File: config.mk
export PLATFORM = sky130hd
export DESIGN_NAME = rf_sequencer
export DESIGN_NICKNAME = d
export VERILOG_FILES = /design/src/rtl/rf_sequencer.sv
export SDC_FILE = /design/constraint.sdc
export NUM_CORES = 1
export LEC_CHECK = 0
export CORE_AREA = 5 5 57 59
export CTS_CLUSTER_DIAMETER = 50
export CTS_CLUSTER_SIZE = 20
export DETAILED_ROUTE_END_ITERATION = 8
export DIE_AREA = 0 0 62 64
export GPL_ROUTABILITY_DRIVEN = 0
export GPL_TIMING_DRIVEN = 0
export PLACE_DENSITY_LB_ADDON = 0.3
export RECOVER_POWER = 100
export SYNTH_ARGS = -nofsm -noshare
export SYNTH_HDL_FRONTEND = slang
export SYNTH_SLANG_ARGS = --single-unit
File: constraint.sdc
create_clock -name clk -period 2.1 [get_ports clk]
set_input_delay 0.63 -clock clk [delete_from_list [all_inputs] [get_ports clk]]
set_output_delay 0.63 -clock clk [all_outputs]
set_load 0.02 [all_outputs]
File: src/rtl/rf_sequencer.sv
// Frame sequencer for the receptive-field selector: walks every (row, column-half) batch
// of one image and offers each to the conv units over a valid/ready handshake.
module rf_sequencer #(
  parameter int unsigned H = 16,
  parameter int unsigned W = 16,
  parameter int unsigned F = 5
) (
  input  logic       clk,
  input  logic       reset,
  input  logic       start,
  input  logic       rf_ready,
  output logic [5:0] row_number,
  output logic [5:0] column,
  output logic [5:0] col_base,
  output logic       rf_valid,
  output logic       rf_last,
  output logic       busy,
  output logic       done,
  output logic [7:0] beat_count
);

  localparam int unsigned Rows = H - F + 1;
  localparam logic [5:0] LastRow = 6'(Rows - 1);
  localparam logic [5:0] HalfBase = 6'((W - F + 1) / 2);

  typedef enum logic [1:0] {StIdle, StSettle, StIssue, StDone} state_e;

  state_e     state_q, state_d;
  logic [5:0] row_q, row_d;
  logic       col_q, col_d;
  logic [7:0] beat_q, beat_d;
  logic       at_last;

  assign at_last = (row_q == LastRow) && col_q;

  always_ff @(posedge clk) begin
    if (reset) begin
      state_q <= StIdle;
      row_q   <= '0;
      col_q   <= 1'b0;
      beat_q  <= '0;
    end else begin
      state_q <= state_d;
      row_q   <= row_d;
      col_q   <= col_d;
      beat_q  <= beat_d;
    end
  end

  always_comb begin
    state_d = state_q;
    row_d   = row_q;
    col_d   = col_q;
    beat_d  = beat_q;
    unique case (state_q)
      StIdle: begin
        row_d = '0;
        col_d = 1'b0;
        if (start) begin
          state_d = StSettle;
          beat_d  = '0;
        end
      end
      StSettle: state_d = StIssue;
      StIssue: begin
        if (rf_ready) begin
          beat_d = beat_q + 8'd1;
          if (at_last) begin
            state_d = StDone;
          end else begin
            state_d = StSettle;
            col_d   = ~col_q;
            if (col_q) row_d = row_q + 6'd1;
          end
        end
      end
      StDone: begin
        // Position is cleared on the way back to IDLE; beat_count holds until next start.
        state_d = StIdle;
        row_d   = '0;
        col_d   = 1'b0;
      end
      default: state_d = StIdle;
    endcase
  end

  always_comb begin
    rf_valid = 1'b0;
    rf_last  = 1'b0;
    busy     = 1'b0;
    done     = 1'b0;
    unique case (state_q)
      StIdle:   ;
      StSettle: busy = 1'b1;
      StIssue: begin
        busy     = 1'b1;
        rf_valid = 1'b1;
        rf_last  = at_last;
      end
      StDone:   done = 1'b1;
      default:  ;
    endcase
  end

  assign row_number = row_q;
  assign column     = {5'b0, col_q};
  assign col_base   = col_q ? HalfBase : 6'd0;
  assign beat_count = beat_q;

endmodule

Word-level counts from Yosys, hierarchy flattened
Index checks and enable logic that the tools add are counted.
Widths: inputs -> output; s select.
{ "op_classes": {"n_addsub": 2, "n_eq_ne": 8, "mux": 19, "n_bitwise": 1, "n_reduce_logical": 10} }
{ "ops": {"columns": ["op", "n"], "rows": [
  ["$mux 6", 3],
  ["$mux 8", 2],
  ["$pmux 8 s2", 1],
  ["$pmux 6 s2", 1],
  ["$add 8x1->8 const B", 1],
  ["$ne 2x2->1 const B", 4],
  ["$pmux 2 s4", 1],
  ["$add 6x1->6 const B", 1],
  ["$eq 6x4->1 const B", 1],
  ["$mux 1", 6],
  ["$mux 2", 3],
  ["$reduce_and 3->1", 2],
  ["$eq 2x2->1 const B", 2],
  ["$reduce_and 4->1", 1],
  ["$reduce_bool 2->1", 2],
  ["$reduce_or 2->1", 2],
  ["$mux 3", 1],
  ["$eq 2x1->1 const B", 1],
  ["$logic_not 2->1", 1],
  ["$pmux 1 s2", 1],
  ["$reduce_and 2->1", 1],
  ["$logic_and 1x1->1", 1],
  ["$not 1->1", 1]
]} }
{ "word_totals": {"regBits": 17, "input_bits": 4, "output_inout_bits": 30, "wordCells": 44} }

Depth between registers and ports, before layout
{ "depth": {"word_depth": 5, "depth_mapped": 8, "mapped_depth_nobuf": 6} }

Worst setup path after synthesis
No wires, ideal clock.
{ "synth_timing": {"path_type": "register -> output", "startpoint": "register state_q[0]", "endpoint": "output rf_last", "arrival_time_ns": 1.613, "t_required_ns": 1.470, "path_slack_ns": -0.143, "path_stages_with_launch": 6, "path_buffers": 0, "path_cell_list": "dfxtp_1 -> inv_1 -> ha_1 -> or4b_4 -> nor2_1 -> and2_1"} }
{ "synth_via": {"elab_chain_cells": 2} }
{ "synth_rtl": {"columns": ["element", "line", "rtl"], "rows": [
  ["from (decl)", "28", "state_e state_q, state_d;"],
  ["from (signal assigned)", "38", "state_q <= StIdle;"],
  ["from (signal assigned)", "43", "state_q <= state_d;"],
  ["$eq 2x2->1", "92", "unique case (state_q)"],
  ["$mux 1", "92", null],
  ["to (decl)", "16", "output logic rf_last,"]
]} }
No other way between the ends.

Worst setup path after layout
Ends and elaborated chain as after synthesis.

==> metrics.cfg <==
[yosys]
synth-edff-count = 0
ys_ff_latch = 17
ys_async_sr_fraction = 0
ys_warn_count = 0
ys_seq_area_frac = 0.328
syn_inst = 127
ys.flop_type = dfxtp_1
syn_area_mm2 = 0.00104
synth_cell_types = 36
avgSynthCellArea_um2 = 8.18

[timing]
slew_viol_final = 0
setup_violations = 3
period_share = 1.10
timing.final.crit_period_ns = 2.30
skew_ns = 0.00763
rsz0062_at_grt = true
hold_viol = 0
fmax_mhz = 434
holdWs_ns = 0.494
setup_slack_ns = -0.204

[clock_tree]
cts_hold_buf = 0
clock_latency_ns = 0.29
cts.clk_slew.worst_paths_ns = 0.11
cts_sinks = 17
cts_buffer_depth = 2
cts_tree = yes
cts_root_buf = clkbuf_4
htreeDepth = 1
cts_made_buffers = 3

[power]
ir_drop_v = 0.000491
powerDensity_mw_per_mm2 = 580
p_leak_nw = 0.592

[critical_path]
crit_path_max_fanout = 2
path_cells = inv_2 > ha_4 > or4b_4 > nor2_4 > and2_4 > buf_6
start_kind = flop
worst-r2r-setup-slack_ns = -0.07
slowest_delay_ns = 0.48
cp_data_arrival_time_ns = 1.67
crit_required_ns = 1.47
cp_slowest_cell = or4b_4
endpoint_kind = output pin
worstSetupPathType = reg -> out

[global_routing]
grt_pass1_wl_um = 4040
met1_usage = 0.158
grt.overflow.total = 0
grt_util_met2 = 0.218
grt_most_used_layer = met2
first_global_vias = 972
use_met3 = 0.0423
grt_max_degree = 11
antenna_found_initial = 0
grt_usage = 0.131

[outcome]
violations = setup timing
status = finished, violations left

[floorplanning]
row_count = 19
core_mm2 = 0.00266
die_h_um = 64
die_width_um = 62
ios = 34
initial_utilization = 0.390
dieArea_mm2 = 0.00397

[drt]
dr.first_iter.drc_count = 15
drc = 0
firstDrtPassIters = 4
ant_nets = 0
vias = 998
avgRoutedWirePerCell_um = 12.2
routed_via_density = 5.04
routed_wl_um = 2420

[place]
placed_cell_area_mm2 = 0.00136
hpwl_um = 1780
port_buffers = 24

[final_layout]
drive_gt1_frac = 0.198
diodes = 0
syn_to_final_growth_pct = 36.7
postLayoutCellArea_mm2 = 0.00142
final_nets = 178

[run]
cap_violations = 0

[min_path]
hold_path_class = reg -> reg

[layout make-up]
cell class                      instances  area, µm²
Timing Repair Buffer                   28        249
Clock buffer                            3       22.5
Inverter                                3       11.3
Sequential cell                        17        347
Multi-Input combinational cell         99        642
Buffer                                 16        105
Tap cell                               31       38.8
Clock inverter                          1       5.00
Fill cell                             277       1240
[flip-flops by register name, summed over array words and instances, names as in the netlist]
register / count
row_number: 6
col_q: 1
state_q: 2
beat_count: 8
[power breakdown]
| group | switching (W) | internal [W] |
|---|---|---|
| Sequential | 0.0000116 | 0.000335 |
| Clock | 0.000109 | 0.0000709 |
| Combinational | 0.000171 | 0.000127 |
[final timing paths]
path	startpoint	end	cells after the start
hold reg to reg	beat_count[7]	beat_count[7]	2
setup reg to reg	state_q[0]	beat_count[5]	9
setup / recovery	state_q[0]	rf_last	6
hold / removal	beat_count[7]	beat_count[7]	2
[cells in the final DEF (no fill, tap or decap), types with 4 or more instances in the layout]
master / n
a21oi_1: 8
buf_4: 16
nand3_1: 7
clkdlybuf4s50_1: 12
nor2_1: 10
ha_1: 4
nand2_1: 9
dfxtp_1: 14
clkbuf_1: 7
conb_1: 9
o21ai_0: 6
nand4_1: 4
nor3_1: 4
dlygate4sd3_1: 5
[worst max-delay path, delay by kind of cell (launching register included)]
family / cells / cell delay [ns]
adders and majority gates: 1 / 0.14
and+or+nand+nor: 3 / 0.73
buffers and inverters: 2 / 0.18
DFF: 1 / 0.34
[metal layers]
metal | part of all wire | up-vias | wire length [µm]
met1 | 0.41 | 457 | 991
met4 | 0.0054 | 0 | 13
met2 | 0.50 | 29 | 1220
li1 | - | 510 | -
met3 | 0.080 | 2 | 195
met5 | 0 | - | 0
[stage by stage]
stage	util	setup TNS, ns	power [W]	setup slack [ns]	cells
3_3_place_gp	0.511	-0.896	0.000623	-0.541	190
5_1_grt	0.533	-0.691	0.000873	-0.250	198
4_1_cts	0.543	-0.236	0.000843	-0.236	198
2_1_floorplan	-	0	0.000556	0.0575	135
3_5_place_dp	0.511	-1.16	0.000632	-0.553	190
6_report	0.533	-0.318	0.000823	-0.204	198
[what timing repair did]
| action | 4_1_cts | 5_1_grt |
|---|---|---|
| gates cloned | 0 | 0 |
| pin swaps | 2 | 1 |
| endpoints found under the setup margin | 7 | 7 |
| setup buffers | 4 | 0 |
| resized for setup | 18 | 6 |
[kinds of logic (layout without fill, tap and decap cells)]
| group | Yosys count | after routing | share of synthesized area |
|---|---|---|---|
| AOI/OAI and AO/OA | 23 | 23 | 0.140 |
| xor gates and xnor gates | 3 | 3 | 0.0253 |
| adders and majority gates | 6 | 6 | 0.0723 |
| buffers and inverters | 19 | 51 | 0.117 |
| DFF | 17 | 17 | 0.328 |
| muxes | 3 | 3 | 0.0301 |
| other | 1 | 9 | 0.00361 |
| and+or+nand+nor | 55 | 55 | 0.284 |
[cells in the mapped netlist (2+ instances only)]
library cell | n | area [µm²]
dfxtp_1 | 17 | 340
buf_4 | 13 | 97.6
nor2_1 | 11 | 41.3
nand2_1 | 9 | 33.8
a21oi_1 | 8 | 40.0
nand3_1 | 7 | 35.0
ha_1 | 6 | 75.1
o21ai_0 | 6 | 30.0
nand4_1 | 4 | 25.0
nor3_1 | 4 | 20.0
and3_1 | 3 | 18.8
inv_1 | 3 | 11.3
nand2b_1 | 3 | 18.8
or3_1 | 3 | 18.8
xor2_1 | 3 | 26.3
a31oi_1 | 2 | 12.5
and2_1 | 2 | 12.5
clkbuf_1 | 2 | 7.51
mux2i_1 | 2 | 20.0
nor2b_1 | 2 | 12.5
or4_1 | 2 | 15.0
Note: power is estimated with default switching activity, not from simulation.
